### src/rtl/alu_reservation_station.sv
// ALU reservation station: holds 8 micro-ops until both operands are captured, then issues one per cycle.
// Latency: a dispatch with ready operands at edge N issues at edge N+1; a wakeup at edge N issues at N+1 at the earliest.
// Backpressure: rs_full asserts when every entry is busy (dispatch then dropped); rdy_in low freezes everything.
module alu_reservation_station #(
    parameter int RS_SIZE_BIT  = 3,
    parameter int ROB_SIZE_BIT = 4,
    parameter int RS_TYPE_BIT  = 6
) (
    input  logic                    clk_in,
    input  logic                    rst_in,
    input  logic                    rdy_in,
    input  logic                    clear,
    input  logic                    dispatch_valid,
    input  logic [RS_TYPE_BIT-1:0]  dispatch_op,
    input  logic [ROB_SIZE_BIT-1:0] dispatch_rob_idx,
    input  logic [31:0]             dispatch_vj,
    input  logic [31:0]             dispatch_vk,
    input  logic                    dispatch_qj_pend,
    input  logic                    dispatch_qk_pend,
    input  logic [ROB_SIZE_BIT-1:0] dispatch_qj,
    input  logic [ROB_SIZE_BIT-1:0] dispatch_qk,
    input  logic                    cdb_alu_ready,
    input  logic [ROB_SIZE_BIT-1:0] cdb_alu_rob_idx,
    input  logic [31:0]             cdb_alu_result,
    input  logic                    cdb_lsb_ready,
    input  logic [ROB_SIZE_BIT-1:0] cdb_lsb_rob_idx,
    input  logic [31:0]             cdb_lsb_result,
    output logic                    rs_full,
    output logic                    alu_valid,
    output logic [31:0]             alu_r1,
    output logic [31:0]             alu_r2,
    output logic [ROB_SIZE_BIT-1:0] alu_rob_idx,
    output logic [RS_TYPE_BIT-1:0]  alu_op
);
    localparam int RS_SIZE = 1 << RS_SIZE_BIT;

    typedef struct packed {
        logic [RS_TYPE_BIT-1:0]  op;
        logic [ROB_SIZE_BIT-1:0] rob_idx;
        logic [31:0]             vj;
        logic [31:0]             vk;
        logic                    qj_pend;
        logic [ROB_SIZE_BIT-1:0] qj;
        logic                    qk_pend;
        logic [ROB_SIZE_BIT-1:0] qk;
    } entry_t;

    entry_t                 ent [RS_SIZE];
    logic [RS_SIZE-1:0]     busy;
    entry_t                 disp_ent;
    logic [RS_SIZE_BIT-1:0] free_idx;
    logic                   has_free;
    logic [RS_SIZE_BIT-1:0] issue_idx;
    logic                   has_issue;

    assign rs_full = &busy;

    // Priority encoders scan downward so the lowest index wins.
    always_comb begin
        free_idx  = '0;
        has_free  = 1'b0;
        issue_idx = '0;
        has_issue = 1'b0;
        for (int i = RS_SIZE - 1; i >= 0; i--) begin
            if (!busy[i]) begin
                free_idx = RS_SIZE_BIT'(i);
                has_free = 1'b1;
            end
            if (busy[i] && !ent[i].qj_pend && !ent[i].qk_pend) begin
                issue_idx = RS_SIZE_BIT'(i);
                has_issue = 1'b1;
            end
        end
    end

    // Same-cycle bypass of a broadcast into the entry being dispatched; ALU bus has priority.
    always_comb begin
        disp_ent = '{op: dispatch_op, rob_idx: dispatch_rob_idx,
                     vj: dispatch_vj, vk: dispatch_vk,
                     qj_pend: dispatch_qj_pend, qj: dispatch_qj,
                     qk_pend: dispatch_qk_pend, qk: dispatch_qk};
        if (dispatch_qj_pend) begin
            if (cdb_alu_ready && cdb_alu_rob_idx == dispatch_qj) begin
                disp_ent.vj      = cdb_alu_result;
                disp_ent.qj_pend = 1'b0;
            end else if (cdb_lsb_ready && cdb_lsb_rob_idx == dispatch_qj) begin
                disp_ent.vj      = cdb_lsb_result;
                disp_ent.qj_pend = 1'b0;
            end
        end
        if (dispatch_qk_pend) begin
            if (cdb_alu_ready && cdb_alu_rob_idx == dispatch_qk) begin
                disp_ent.vk      = cdb_alu_result;
                disp_ent.qk_pend = 1'b0;
            end else if (cdb_lsb_ready && cdb_lsb_rob_idx == dispatch_qk) begin
                disp_ent.vk      = cdb_lsb_result;
                disp_ent.qk_pend = 1'b0;
            end
        end
    end

    always_ff @(posedge clk_in) begin
        if (!rst_in) begin
            busy        <= '0;
            alu_valid   <= 1'b0;
            alu_r1      <= '0;
            alu_r2      <= '0;
            alu_rob_idx <= '0;
            alu_op      <= '0;
        end else if (rdy_in) begin
            if (clear) begin
                busy      <= '0;
                alu_valid <= 1'b0;
            end else begin
                for (int i = 0; i < RS_SIZE; i++) begin
                    if (busy[i] && ent[i].qj_pend) begin
                        if (cdb_alu_ready && cdb_alu_rob_idx == ent[i].qj) begin
                            ent[i].vj      <= cdb_alu_result;
                            ent[i].qj_pend <= 1'b0;
                        end else if (cdb_lsb_ready && cdb_lsb_rob_idx == ent[i].qj) begin
                            ent[i].vj      <= cdb_lsb_result;
                            ent[i].qj_pend <= 1'b0;
                        end
                    end
                    if (busy[i] && ent[i].qk_pend) begin
                        if (cdb_alu_ready && cdb_alu_rob_idx == ent[i].qk) begin
                            ent[i].vk      <= cdb_alu_result;
                            ent[i].qk_pend <= 1'b0;
                        end else if (cdb_lsb_ready && cdb_lsb_rob_idx == ent[i].qk) begin
                            ent[i].vk      <= cdb_lsb_result;
                            ent[i].qk_pend <= 1'b0;
                        end
                    end
                end
                alu_valid <= has_issue;
                if (has_issue) begin
                    alu_r1           <= ent[issue_idx].vj;
                    alu_r2           <= ent[issue_idx].vk;
                    alu_rob_idx      <= ent[issue_idx].rob_idx;
                    alu_op           <= ent[issue_idx].op;
                    busy[issue_idx]  <= 1'b0;
                end
                // Free slot comes from pre-edge busy, so it never collides with the issuing entry.
                if (dispatch_valid && has_free) begin
                    ent[free_idx]  <= disp_ent;
                    busy[free_idx] <= 1'b1;
                end
            end
        end
    end
endmodule

### config.mk
export PLATFORM = sky130hd
export DESIGN_NAME = alu_reservation_station
export DESIGN_NICKNAME = d
export VERILOG_FILES = /design/src/rtl/alu_reservation_station.sv
export SDC_FILE = /design/constraint.sdc
export NUM_CORES = 2
export LEC_CHECK = 0
export ABC_AREA = 1
export ABC_CLOCK_PERIOD_IN_PS = 12300
export CAP_MARGIN = 20
export CORE_MARGIN = 3
export CORE_UTILIZATION = 50
export DETAILED_ROUTE_END_ITERATION = 12
export PLACE_DENSITY_LB_ADDON = 0.08
export SLEW_MARGIN = 20
export SYNTH_ARGS = -nofsm -noshare
export SYNTH_HDL_FRONTEND = slang
export SYNTH_SLANG_ARGS = --single-unit
### constraint.sdc
create_clock -name clk_in -period 12.3 [get_ports clk_in]
set_clock_uncertainty 0.1 [all_clocks]
set_input_delay 2.46 -clock clk_in [delete_from_list [all_inputs] [get_ports clk_in]]
set_output_delay 2.46 -clock clk_in [all_outputs]
set_load 0.02 [all_outputs]
# Word level (Yosys, flattened, before mapping)
# Memories as Yosys holds them, arrays and structs flattened. A register that Yosys moved wholly into a read port is not among the register bits.
# Cells that the tools add are included.
word_totals:
  regBits: 9
  memories: 1
  word_cells: 469
  mem_bits_rw: 672
  input_bits: 163
mem_list:
  columns: ["memory", "words", "word_bits", "read_ports", "rd_clocked_by_memory_dff", "wr", "line_no", "source"]
  rows:
  - ["ent", 8, 84, 9, 1, 9, "48", "entry_t ent [RS_SIZE];"]
op_classes:
  bitwise: 36
  order_cmp: 4
  reduce_logical: 90
  eq_ne: 36
  n_mux: 300
ops:
  columns: ["cell", "n"]
  rows:
  - ["two-way mux 32 bit", 22]
  - ["two-way mux 1 bit", 254]
  - ["equality test 4 bit", 36]
  - ["logical AND 1 bit", 71]
  - ["two-way mux 3 bit", 16]
  - ["two-way mux 8 bit", 6]
  - ["bitwise OR 1 bit", 32]
  - ["zero test 1 bit", 17]
  - ["AND 8 bit", 1]
  - ["< comparator 3 x 4 -> 1 bit, second input constant", 2]
  - ["NOT 8 bit", 1]
  - ["bitwise OR 8 bit", 1]
  - ["AND reduction 8 bit", 1]
  - ["demux 1 bit (select 3 bit)", 2]
  - [">= comparator 3 x 1 -> 1 bit, second input constant", 2]
  - ["AND reduction 3 bit", 1]
  - ["NOT 1 bit", 1]

# Longest topological paths before layout
# An unclocked memory read counts as a cell.
depth:
  word_depth: 25
  depth_mapped: 17
  mapped_depth_nobuf: 16

# Least setup slack after synthesis
# No wires, ideal clock.
synth_path:
  path_kind: "input to register"
  startpoint: "input port cdb_alu_rob_idx[1]"
  endpoint: "memory ent[4][10] (netlist name) (enable)"
  slack_ns: 4.474
  cell_stages: 7
  setup_time_ns: 0.539
  path_buffers: 2
  arrival_time_ns: 7.187
  cell_sequence: "inv_1 -> buf_4 -> buf_2 -> o211ai_1 -> nor3_1 -> o221ai_1 -> o311ai_0"
synth_lines:
  columns: ["item", "line_no", "source"]
  rows:
  - ["start: declaration", "23", "input logic [ROB_SIZE_BIT-1:0] cdb_alu_rob_idx,"]
  - ["end: declaration", "48", null]

==> flow_metrics.py <==
metrics = {
    "timing": {
        "relSlewSlack_pct": 22.2,
        "finalSetupTns_ns": 0,
        "period_share_pct": 50.8,
        "fmax_ghz": 0.160,
        "worst_slew_pin_slew_ns": 1.17,
        "rsz0062_at_grt": "false",
        "maxSlewViolCount": 0,
        "setup_viol": 0,
        "fin_crit_ns": 6.24,
        "finalHoldViolations": 0,
        "holdWs_ns": 0.444,
        "timing.final.ws_setup_ns": 6.06,
    },
    "pwr": {
        "power_density_mw_per_mm2": 118,
        "ir_worst_vdd_uv": 95.5,
        "p_int_mw": 4.42,
        "swShare_pct": 25.2,
        "power.switching_mw": 1.49,
        "clkPwrFrac_pct": 43.2,
        "p_seq_share_pct": 47.5,
        "power_frac_comb_pct": 9.4,
        "leakagePower_nw": 21.1,
    },
    "synth": {
        "synth-xor-area-share_pct": 0.886,
        "synth_mux_area_share_pct": 0,
        "synth.distinct_cells": 41,
        "synth_fa_ha_area_share_pct": 0,
        "ys_seq_elements": 755,
        "yosys.area_share.simple_pct": 31.8,
        "synth-seq-area-share_pct": 49.1,
        "syn_area_per_cell_um2": 7.52,
        "synth_top_area_share_pct": 45.3,
        "synth_area_leader_cell": "edfxtp_1",
        "syn-num-nets": 6085,
        "synth_area_mm2": 0.0445,
        "synthTopCellsByArea": "edfxtp_1 45%, nand2_1 25%, o21ai_0 4.9%",
        "synth_compound_area_share_pct": 10.8,
        "synth_top_family_by_area": "simple AND/OR/NAND/NOR gates",
        "yosysWarnings": 0,
        "syn-instance-count": 5922,
    },
    "hold_path": {
        "worstHoldPathType": "reg -> reg",
        "hold_start": "busy[5]",
        "worstHoldPathCells": 2,
        "min_to": "busy[5]",
    },
    "outcome": {
        "status": "completed",
    },
    "clocking": {
        "clk_path_buf_depth": 3,
        "htree_num_levels": 3,
        "ctsHoldBuffers": 0,
        "cts-root-buf": "clkbuf_16",
        "cts_tree": "yes",
        "post_cts_buffers": 0,
        "insertion_delay_ns": 0.67,
        "cts.sinks": 755,
        "ctsResizeCount": 0,
        "path_clk_slew_ns": 0.06,
        "cts_buffers": 85,
    },
    "worst_setup_path": {
        "critPathRequiredTime_ns": 12.47,
        "cp-end-kind": "flop",
        "slowest_stage": "clkdlybuf4s50_1",
        "cp_top_family": "buffers and inverters",
        "r2r_start": "busy[0]",
        "cp_num_buf_inv": 4,
        "path_max_fanout": 65,
        "r2r_slack_ns": 7.60,
        "slowest_delay_ns": 1.03,
        "worstPathArrival_ns": 6.42,
        "start_kind": "input pin",
        "critical_path_class": "in -> reg",
        "worstPathCellList": "clkdlybuf4s50_1 > inv_1 > nand2_1 > o2111ai_1 > a211oi_1 > nand3_2 > buf_4 > o311ai_2 > buf_4",
        "rr_endpoint": "alu_r1[0]",
        "path_common_cell": "buf_4",
        "reg2regPathDepth": 16,
    },
    "grt": {
        "grt_pass1_wl_mm": 262,
        "antenna_found_initial": 17,
        "grt_max_degree": 75,
        "grt_use_met3_pct": 10.8,
        "grt.met2_usage_pct": 55.4,
        "grt_pass1_vias": 39100,
        "top_usage_layer": "met2",
        "grtUsageTotal_pct": 37.8,
        "grt.met1_usage_pct": 52.3,
        "globalRouteOverflowTotal": 0,
    },
    "place": {
        "place_congestion": 0.934,
        "dpl.hpwl_mm": 104,
        "port_buffers": 238,
        "dp.cells": 6934,
        "dp_slack_ns": 5.65,
    },
    "die": {
        "rows": 108,
        "die_y_um": 304,
        "coreArea_mm2": 0.0876,
        "io_pins": 239,
        "start_util_pct": 50.8,
        "die_w_um": 304,
        "die_area_mm2": 0.0926,
    },
    "routing": {
        "drt_first_pass_iters": 10,
        "wl_per_cell_um": 25.4,
        "drc": 0,
        "vias": 42800,
        "viasPerCell": 6.02,
        "ant_nets": 0,
        "wirelength_mm": 180,
        "drt-initial-drc-count": 6198,
    },
    "run": {
        "max-cap-violations": 0,
    },
    "cells_and_area": {
        "fin_nets": 6031,
        "drive_gt1_share_pct": 5.78,
        "areaGrowthSynthToFinish_pct": 11.9,
        "finalNonFillerCells": 7108,
    },
}
how the worst max path moves through the flow:
stage                             from          to  slack (ns)  depth (start not counted)
floorplan           cdb_alu_rob_idx[1]  ent[4][10]        4.47                          7
global placement                rst_in  ent[2][23]        5.56                          8
detailed placement  cdb_alu_rob_idx[1]  ent[2][44]        5.65                         13
CTS                 cdb_alu_rob_idx[1]  ent[6][42]        6.32                         13
global route        cdb_alu_rob_idx[1]  ent[1][42]        6.02                         13
finish              cdb_lsb_rob_idx[3]  ent[3][16]        6.06                          9
Yosys cell counts, drive strengths merged:
cell / number
buf: 281
o2111ai: 8
o311ai: 13
nand3b: 5
a21oi: 25
a31o: 1
a31oi: 4
nor2: 204
a211oi: 7
clkinv: 2
nor4: 6
or2: 4
xnor2: 21
nand3: 176
clkbuf: 182
a221oi: 2
a22oi: 2
o21ai: 501
nand2: 2996
o22ai: 20
inv: 306
o221ai: 16
o211ai: 186
nor3: 23
dfxtp: 83
edfxtp: 672
xor2: 24
nand4: 152
registers in the layout, indices dropped and copies added, names as in the netlist:
register	flops
alu_op	6
alu_r1	32
busy	8
alu_valid	1
ent	672
alu_r2	32
alu_rob_idx	4
cells by family after synthesis:
| group | Yosys count |
|---|---|
| DFF | 755 |
| buffers and inverters | 771 |
| xor gates and xnor gates | 45 |
| AOI/OAI and AO/OA | 785 |
| and+or+nand+nor | 3566 |
power by group through the flow:
stage	clock [mW]	combinational, mW	sequential [mW]
6_report	2.55	0.552	2.80
5_1_grt	2.66	0.599	2.80
4_1_cts	2.56	0.531	2.80
3_5_place_dp	0	0.529	2.86
3_3_place_gp	0	0.520	2.86
2_1_floorplan	0	0.319	2.86
final cells by class:
cell class,count,area [um2]
fillers,8059,37700
flip-flops and latches,755,21800
multi-input cells,4396,19600
repair buffers,322,3020
clock buffers,118,2310
well taps,1155,1450
inverters,308,1170
clock inverters,39,399
diodes,15,37.5
layer usage:
metal | vias up | part of all wire (%)
li1 | 19400 | -
met1 | 19600 | 38
met2 | 3256 | 42
met3 | 563 | 15
met4 | 2 | 4.7
met5 | - | 0.0072
cell usage in the layout (no fill, tap or decap), types with 21 or more instances in the layout:
cell             instances
xor2_1                  24
clkbuf_16               86
buf_4                   83
o21ai_0                435
a21oi_1                 24
o211ai_1               186
o21ai_2                 58
xnor2_1                 21
nand2_1               2980
nor2_1                 200
nand4_1                152
dfxtp_1                 83
nand3_1                166
clkbuf_1                28
inv_1                  280
clkdlybuf4s50_1        235
edfxtp_1               672
worst register-to-register path: stages (launching register included):
cell,delay (ns)
dfxtp_1,0.48
inv_2,0.08
nor2_1,0.11
nand2_2,0.15
nand2_1,0.11
inv_2,0.07
nand2_1,0.07
nor2_2,0.07
nor2_4,0.71
buf_4,0.86
buf_4,1.04
nand2_1,0.13
nand4_1,0.13
nand2_1,0.06
nand3_1,0.31
nand2_1,0.09
inv_1,0.06
metrics by stage:
stage,instance area (um2),util (%),total power [mW]
floorplan,44500,-,3.18
global placement,47000,53.7,3.38
detailed placement,47000,53.7,3.38
CTS,49800,56.8,5.90
global route,49800,56.9,6.06
finish,49800,56.9,5.90
No activity file was read; power rests on OpenSTA's default activity.
